==> config.mk <==
export PLATFORM = sky130hd
export DESIGN_NAME = axi4_lite_cmd_master
export DESIGN_NICKNAME = d
export VERILOG_FILES = /design/src/rtl/axi4_lite_cmd_master.sv
export SDC_FILE = /design/constraint.sdc
export NUM_CORES = 1
export LEC_CHECK = 0
export ABC_AREA = 1
export CORE_MARGIN = 2
export CORE_UTILIZATION = 40
export DETAILED_ROUTE_END_ITERATION = 7
export PLACE_DENSITY = 0.84
export SYNTH_ARGS = -nofsm -noshare
export SYNTH_HDL_FRONTEND = slang
export SYNTH_SLANG_ARGS = --single-unit
export TNS_END_PERCENT = 30
==> constraint.sdc <==
create_clock -name ACLK -period 3.95 [get_ports ACLK]
set_input_delay 0.79 -clock ACLK [delete_from_list [all_inputs] [get_ports ACLK]]
set_output_delay 0.79 -clock ACLK [all_outputs]
set_load 0.01 [all_outputs]
==> src/rtl/axi4_lite_cmd_master.sv <==
// Single-outstanding command to AXI4-Lite master bridge; zero-wait latency is accept N -> rsp_valid N+3.
// Backpressure: cmd_ready is low from acceptance until the cycle after the response handshake.
module axi4_lite_cmd_master #(
  parameter int ADDRESS    = 32,
  parameter int DATA_WIDTH = 32
) (
  input  logic                    ACLK,
  input  logic                    ARESET,
  input  logic                    cmd_valid,
  output logic                    cmd_ready,
  input  logic                    cmd_write,
  input  logic [ADDRESS-1:0]      cmd_addr,
  input  logic [DATA_WIDTH-1:0]   cmd_wdata,
  input  logic [DATA_WIDTH/8-1:0] cmd_wstrb,
  output logic                    rsp_valid,
  input  logic                    rsp_ready,
  output logic [DATA_WIDTH-1:0]   rsp_rdata,
  output logic [1:0]              rsp_resp,
  output logic [ADDRESS-1:0]      M_AWADDR,
  output logic                    M_AWVALID,
  input  logic                    M_AWREADY,
  output logic [DATA_WIDTH-1:0]   M_WDATA,
  output logic [DATA_WIDTH/8-1:0] M_WSTRB,
  output logic                    M_WVALID,
  input  logic                    M_WREADY,
  input  logic [1:0]              M_BRESP,
  input  logic                    M_BVALID,
  output logic                    M_BREADY,
  output logic [ADDRESS-1:0]      M_ARADDR,
  output logic                    M_ARVALID,
  input  logic                    M_ARREADY,
  input  logic [DATA_WIDTH-1:0]   M_RDATA,
  input  logic [1:0]              M_RRESP,
  input  logic                    M_RVALID,
  output logic                    M_RREADY
);

  typedef enum logic [2:0] {IDLE, WR, WRESP, RADDR, RDATA, RSP} state_t;

  state_t                  state;
  state_t                  state_nxt;
  logic [ADDRESS-1:0]      addr_q;
  logic [DATA_WIDTH-1:0]   wdata_q;
  logic [DATA_WIDTH/8-1:0] wstrb_q;
  logic                    aw_done;
  logic                    w_done;
  logic                    cmd_acc;
  logic                    misaligned;

  assign cmd_acc    = cmd_valid && cmd_ready;
  assign misaligned = (cmd_addr[1:0] != 2'b00);

  assign M_AWADDR = addr_q;
  assign M_ARADDR = addr_q;
  assign M_WDATA  = wdata_q;
  assign M_WSTRB  = wstrb_q;

  always_ff @(posedge ACLK or posedge ARESET) begin
    if (ARESET) state <= IDLE;
    else        state <= state_nxt;
  end

  always_comb begin
    state_nxt = state;
    cmd_ready = 1'b0;
    M_AWVALID = 1'b0;
    M_WVALID  = 1'b0;
    M_BREADY  = 1'b0;
    M_ARVALID = 1'b0;
    M_RREADY  = 1'b0;
    rsp_valid = 1'b0;
    case (state)
      IDLE: begin
        cmd_ready = !ARESET;
        if (cmd_valid && !ARESET)
          state_nxt = misaligned ? RSP : (cmd_write ? WR : RADDR);
      end
      WR: begin
        // Each channel drops its VALID independently once its own handshake is recorded.
        M_AWVALID = !aw_done;
        M_WVALID  = !w_done;
        if ((aw_done || M_AWREADY) && (w_done || M_WREADY)) state_nxt = WRESP;
      end
      WRESP: begin
        M_BREADY = 1'b1;
        if (M_BVALID) state_nxt = RSP;
      end
      RADDR: begin
        M_ARVALID = 1'b1;
        if (M_ARREADY) state_nxt = RDATA;
      end
      RDATA: begin
        M_RREADY = 1'b1;
        if (M_RVALID) state_nxt = RSP;
      end
      RSP: begin
        rsp_valid = 1'b1;
        if (rsp_ready) state_nxt = IDLE;
      end
      default: state_nxt = IDLE;
    endcase
  end

  always_ff @(posedge ACLK or posedge ARESET) begin
    if (ARESET) begin
      addr_q    <= '0;
      wdata_q   <= '0;
      wstrb_q   <= '0;
      aw_done   <= 1'b0;
      w_done    <= 1'b0;
      rsp_rdata <= '0;
      rsp_resp  <= 2'b00;
    end else begin
      if (cmd_acc) begin
        addr_q  <= cmd_addr;
        wdata_q <= cmd_wdata;
        wstrb_q <= cmd_wstrb;
        aw_done <= 1'b0;
        w_done  <= 1'b0;
        if (misaligned) begin
          rsp_rdata <= '0;
          rsp_resp  <= 2'b10;
        end
      end
      if (M_AWVALID && M_AWREADY) aw_done <= 1'b1;
      if (M_WVALID && M_WREADY)   w_done  <= 1'b1;
      if (state == WRESP && M_BVALID) begin
        rsp_rdata <= '0;
        rsp_resp  <= M_BRESP;
      end
      if (state == RDATA && M_RVALID) begin
        rsp_rdata <= M_RDATA;
        rsp_resp  <= M_RRESP;
      end
    end
  end

endmodule

Word level (Yosys, flattened, before mapping) --
Index checks and enable logic that the tools add are counted.
Operators by class: reduce and logical (&&, ||, !) cells 20, muxes and demuxes 27, equal/unequal tests 11
Operator list (number):
- 32-bit two-way mux | 4
- 3-bit two-way mux | 7
- 3-bit case mux with 6 select lines | 1
- 2-bit inequality test (second input constant) | 6
- 1-bit two-way mux | 10
- 2-bit two-way mux | 5
- 1-bit logical AND | 7
- 3-bit by 2-bit == test with 1-bit output (second input constant) | 2
- 3-bit == test (second input constant) | 2
- 6-bit AND reduction | 1
- 2-bit nonzero test | 3
- 3-bit nonzero test | 2
- 3-bit by 1-bit == test with 1-bit output (second input constant) | 1
- 1-bit logical NOT | 3
- 3-bit logical NOT | 1
- 1-bit logical OR | 2
- 2-bit AND reduction | 1
Word-level totals: logic and storage cells 66, register bits after elaboration 107, output and inout port bits 141

Longest topological paths before layout --
Gate-level depths: netlist of the first run.
word-level depth 6, depth in mapped cells 10

Worst setup path after synthesis of the first run --
No wires, ideal clock.
path kind input to register, from input port ARESET, to register rsp_rdata[19], required time 3833 ps, arrival time 4373 ps, path buffers 1, path slack -541 ps, cell stages on the path 7, cell sequence inv_1 -> nand2_1 -> nor2_8 -> nand2_2 -> buf_4 -> nand3_1 -> nand2_1
Between the ends: word-level cells in the longest chain between the ends 5
Ends and longest elaborated chain:
- start, declared | line 8 | input logic ARESET,
- 1-bit logical NOT (no line)
- 1-bit two-way mux | line 72 | case (state)
- 1-bit logical AND | line 50 | assign cmd_acc = cmd_valid && cmd_ready;
- 3-bit nonzero test (no line)
- 2-bit AND reduction (no line)
- end signal, assigned | line 111 | rsp_rdata <= '0;
- end signal, assigned | line 121 | rsp_rdata <= '0;
- end signal, assigned | line 128 | rsp_rdata <= '0;
- end, declared | line 17 | output logic [DATA_WIDTH-1:0] rsp_rdata,
Every way passes these cells. A chain may end at the register's enable or synchronous reset.

Worst setup path after layout of the first run --
from input port ARESET, to output port cmd_ready
Between the ends: word-level cells in the longest chain between the ends 2
Ends and longest elaborated chain:
- 1-bit logical NOT (no line)
- 1-bit two-way mux | line 72
- end, declared | line 10 | output logic cmd_ready,
Every way passes these cells.

==> results.py, run 1 <==
metrics = {
    "worst_setup_path": {
        "critPathArrivalTime_ps": 1980,
        "worst_setup_path_end_kind": "output port",
        "worstPathRequired_ps": 3160,
        "startpoint_type": "input port",
        "ff2ff_setup_slack_ps": 2090,
        "path_max_fanout": 2,
        "critPathKind": "in2out",
    },
    "synth": {
        "synth_top_area_share_pct": 55.9,
        "ys_seq_elements": 107,
        "avgSynthCellArea_sq_um": 8.63,
        "synth.area.top_cells": "dfrtp_1 (56%), nand2_1 (23%), buf_4 (5.3%)",
        "synth_area_sq_um": 4790,
        "synth_top_area_cell": "dfrtp_1",
        "syn_inst": 555,
        "ys_warn_count": 0,
        "ys_seq_area_share_pct": 55.9,
        "synth_cell_type_count": 17,
        "syn-num-nets": 669,
    },
    "run": {
        "maxCapViolCount": 0,
    },
    "cts": {
        "clock-sinks": 107,
        "root_buffer": "clkbuf_16",
        "hold_buffers": 0,
        "worstSkewPairLatency_ps": 330,
        "post-cts-setup-buffer-count": 0,
        "clk_pin_slew_worst_paths_ps": 70,
        "cts-resized-gates": 0,
        "numCtsBuffers": 9,
        "htreeDepth": 3,
        "cts_tree": "built",
        "cts_buffer_depth": 2,
    },
    "layout": {
        "diodes": 0,
        "area_growth_pct": 54.9,
        "drive_above_1_share_pct": 6.73,
        "nNetsFinal": 882,
        "fillCellCount": 969,
    },
    "die": {
        "start_util_pct": 41.4,
        "row_count": 39,
        "fp.dieH_um": 113,
        "core_sq_um": 11600,
        "die_x_um": 113,
        "io_pins": 255,
        "die_area_sq_um": 12900,
    },
    "global_route": {
        "grt_pass1_vias": 4222,
        "grt_max_degree": 69,
        "track_usage_pct": 20.3,
        "grt_pass1_wl_um": 20900,
        "antenna_found_initial": 0,
        "overflow": 0,
    },
    "power_and_ir_drop": {
        "ir_worst_vdd_mv": 0.333,
        "p_total_mw": 5.41,
        "leakagePower_nw": 3.64,
        "powerDensity_nw_per_um2": 730,
    },
    "drt": {
        "via_per_inst": 4.62,
        "first_pass_iters": 4,
        "ant_nets": 0,
        "drt_iter0_drc": 237,
        "drc": 0,
        "avgRoutedWirePerCell_um": 14.3,
        "wirelength_um": 13100,
        "num_vias": 4235,
    },
    "sta": {
        "max_freq_mhz": 361,
        "slew_headroom_pct": 42.0,
        "finalMaxSlewViolations": 0,
        "fin_skew_ps": 10.2,
        "hold_viol_final": 0,
        "setup_viol": 0,
        "period_share_pct": 70.1,
        "rsz0062_at_grt": "false",
        "post-route-min-period_ps": 2770,
        "finalSetupTns_ps": 0,
        "worstMarginPinSlew_ps": 867,
    },
    "place": {
        "io_buffers": 254,
        "finalWeightedCongestion": 0.859,
        "dp_hpwl_um": 10100,
    },
    "worst_hold_path": {
        "min-delay-path-class": "reg2reg",
    },
    "run_status": {
        "outcome": "finished clean",
    },
}
[sequential cells by signal (all words and copies together) (netlist names)]
signal     cells
M_ARADDR      32
M_WDATA       32
rsp_rdata     32
M_WSTRB        4
state          3
rsp_resp       2
aw_done        1
w_done         1
[final timing paths]
path,endpoint,cells after the start,start
worst min-delay path,M_WDATA[30]$_DFFE_PP0P_,2,M_WDATA[30]$_DFFE_PP0P_
max in group asynchronous,M_WDATA[30]$_DFFE_PP0P_,4,ARESET
worst max register to register,rsp_resp[1]$_DFFE_PP0P_,7,state[2]$_DFFE_PP0P_
min in group asynchronous,M_ARADDR[12]$_DFFE_PP0P_,3,ARESET
worst max-delay path,cmd_ready,3,ARESET
worst min register to register,M_WDATA[30]$_DFFE_PP0P_,2,M_WDATA[30]$_DFFE_PP0P_
[synthesized netlist by cell type, drive strengths merged]
master / count
o21ai: 7
clkinv: 1
dfrtp: 107
buf: 56
nand3: 44
inv: 20
nand2: 300
nor2: 20
[critical path, stage by stage]
cell             delay [ps]
clkdlybuf4s50_1         490
nor2_1                  150
clkdlybuf4s50_1         540
[cell usage in the layout (no fill, tap or decap), drive strengths merged]
master         Yosys  routed
nand2            300     300
clkdlybuf4s50      0     254
dfrtp            107     107
nand3             44      44
inv               20      22
nor2              20      20
clkbuf             0      12
o21ai              7       7
buf               56       4
clkinv             1       2
clkinvlp           0       1
[power by group]
part	switching [mW]	internal, mW	leakage [nW]
Combinational	1.20	1.43	2.14
Sequential	0.355	1.58	1.35
Clock	0.379	0.468	0.144
[cell type report]
cell class,count,area [sq um],share of cell area (%)
sequential,107,2680,36.1
timing repair buffer,258,2570,34.7
multi-input combinational,371,1610,21.7
clock buffer,12,256,3.46
tap,143,179,2.41
inverter,21,87.6,1.18
clock inverter,4,31.3,0.422
[metal layers]
metal	GRT usage (%)	part of all wire, %	up-vias
met3	5.21	6.2	8
met5	0	0	-
met1	23.3	38	2010
met4	5.45	1.1	0
met2	37.5	55	140
li1	-	-	2077
[metrics by stage]
stage               setup WS, ps  area [sq um]  util (%)  hold WS (ps)  instances
floorplan                    472          4790         -           509        555
detailed placement          1150          7130      61.6           458        900
finish                      1180          7410      64.1           468        916
global placement            1160          7130      61.6           454        900
CTS                         1180          7410      64.1           474        916
global route                1090          7410      64.1           491        916
[cells by family after synthesis]
kind of cell	share of synthesized area (%)
simple gates	32.9
compound gates	0.732
flops	55.9
buf+inv	10.4
No activity file was read; power rests on OpenSTA's default activity.
==> inputs of run 2 (changes only) <==
==> constraint.sdc (replaced) <==
create_clock -name ACLK -period 2.85 [get_ports ACLK]
set_input_delay 0.57 -clock ACLK [delete_from_list [all_inputs] [get_ports ACLK]]
set_output_delay 0.57 -clock ACLK [all_outputs]
set_load 0.01 [all_outputs]
==> results.py, run 2 (same netlist as run 1, synthesis figures left out) <==
metrics = {
    "cts": {
        "hold_buffers": 0,
        "worstSkewPairLatency_ps": 340,
        "htreeDepth": 3,
        "numCtsBuffers": 9,
        "cts-resized-gates": 0,
        "clock-sinks": 107,
        "cts_tree": "built",
        "cts_buffer_depth": 2,
        "clk_pin_slew_worst_paths_ps": 70,
        "post-cts-setup-buffer-count": 0,
        "root_buffer": "clkbuf_16",
    },
    "die": {
        "fp.dieH_um": 113,
        "row_count": 39,
        "die_area_sq_um": 12900,
        "start_util_pct": 41.4,
        "io_pins": 255,
        "core_sq_um": 11600,
        "die_x_um": 113,
    },
    "sta": {
        "worstMarginPinSlew_ps": 748,
        "setup_viol": 0,
        "slew_headroom_pct": 50.2,
        "post-route-min-period_ps": 2480,
        "max_freq_mhz": 404,
        "period_share_pct": 87.0,
        "finalMaxSlewViolations": 0,
        "hold_viol_final": 0,
        "fin_skew_ps": 3.90,
        "rsz0062_at_grt": "false",
    },
    "power_and_ir_drop": {
        "leakagePower_nw": 3.68,
        "p_total_mw": 7.73,
        "powerDensity_nw_per_um2": 1030,
        "ir_worst_vdd_mv": 0.552,
    },
    "run": {
        "maxCapViolCount": 0,
    },
    "drt": {
        "wirelength_um": 13600,
        "drc": 0,
        "first_pass_iters": 4,
        "via_per_inst": 4.64,
        "num_vias": 4253,
        "ant_nets": 0,
        "avgRoutedWirePerCell_um": 14.8,
        "drt_iter0_drc": 330,
    },
    "layout": {
        "fillCellCount": 941,
        "diodes": 0,
        "layout.cells.non_filler": 917,
        "drive_above_1_share_pct": 8.01,
        "area_growth_pct": 57.0,
        "mostFrequentLayoutCells": "nand2_1 (295), clkdlybuf4s50_1 (254), dfrtp_1 (107)",
        "nNetsFinal": 884,
        "multi_input_area_sq_um": 1660,
        "regArea_sq_um": 2680,
        "final_common_cell": "nand2_1",
    },
    "worst_setup_path": {
        "cp_slowest_cell": "clkdlybuf4s50_1",
        "path_max_fanout": 10,
        "worstPathRequired_ps": 2280,
        "startpoint_type": "register",
        "critPathArrivalTime_ps": 1910,
        "cp_slowest_stage_delay_ps": 580,
        "worst_setup_path_end_kind": "output port",
        "cp_cell_sequence": "inv_1, nand3_1, nor2_1, clkdlybuf4s50_1",
        "critPathKind": "reg2out",
    },
    "worst_hold_path": {
        "min-delay-path-class": "reg2reg",
    },
    "global_route": {
        "grt_max_degree": 59,
        "overflow": 0,
        "grt_pass1_wl_um": 21500,
        "antenna_found_initial": 0,
        "grt_pass1_vias": 4240,
        "track_usage_pct": 21.0,
    },
    "place": {
        "dp.cells": 902,
        "finalWeightedCongestion": 0.887,
        "dp_hpwl_um": 10300,
        "io_buffers": 254,
    },
    "run_status": {
        "outcome": "finished clean",
    },
}
## run 2: final timing paths
check                                          endpoint  slack [ps]  depth (start not counted)                    start
worst max-delay path                           M_WVALID         370                          4     state[2]$_DFFE_PP0P_
worst min-delay path            M_WDATA[13]$_DFFE_PP0P_         470                          2  M_WDATA[13]$_DFFE_PP0P_
worst max register to register       w_done$_DFFE_PP0P_         980                          5     state[0]$_DFFE_PP0P_
worst min register to register  M_WDATA[13]$_DFFE_PP0P_         470                          2  M_WDATA[13]$_DFFE_PP0P_
max in group asynchronous       M_WDATA[31]$_DFFE_PP0P_        1460                          3                   ARESET
min in group asynchronous       M_WDATA[23]$_DFFE_PP0P_         830                          3                   ARESET
## run 2: cell type report
class,instances,area share [%]
clock buffer,10,3.18
timing repair buffer,260,34.6
multi-input combinational,371,22.0
clock inverter,5,1.03
inverter,21,1.17
tap,143,2.38
sequential,107,35.6
## run 2: metal layers
layer | global-route usage (%) | routed length [um]
met3 | 4.20 | 882
met4 | 8.94 | 365
met1 | 26.4 | 5510
met2 | 35.6 | 6860
met5 | 0 | 0
## run 2: worst max-delay path, delay by kind of cell, from the launching register on
kind,cells,cell delay [ps]
DFF,1,480
buffers and inverters,2,730
and+or+nand+nor,2,360
## run 2: stage by stage
stage | cell area (sq um) | utilization (%) | worst slack, ps | TNS, ps | hold WS (ps)
2_1_floorplan | 4860 | - | -384 | -36950 | 507
3_5_place_dp | 7200 | 62.3 | 424 | 0 | 459
3_3_place_gp | 7200 | 62.3 | 537 | 0 | 455
5_1_grt | 7520 | 65.0 | 247 | 0 | 506
4_1_cts | 7520 | 65.0 | 361 | 0 | 476
6_report | 7520 | 65.0 | 372 | 0 | 470
## run 2: power breakdown
group          internal, mW  total [mW]  switching (mW)
combinational          2.02        3.70            1.68
clock                 0.786        1.32           0.533
sequential             2.19        2.71           0.517
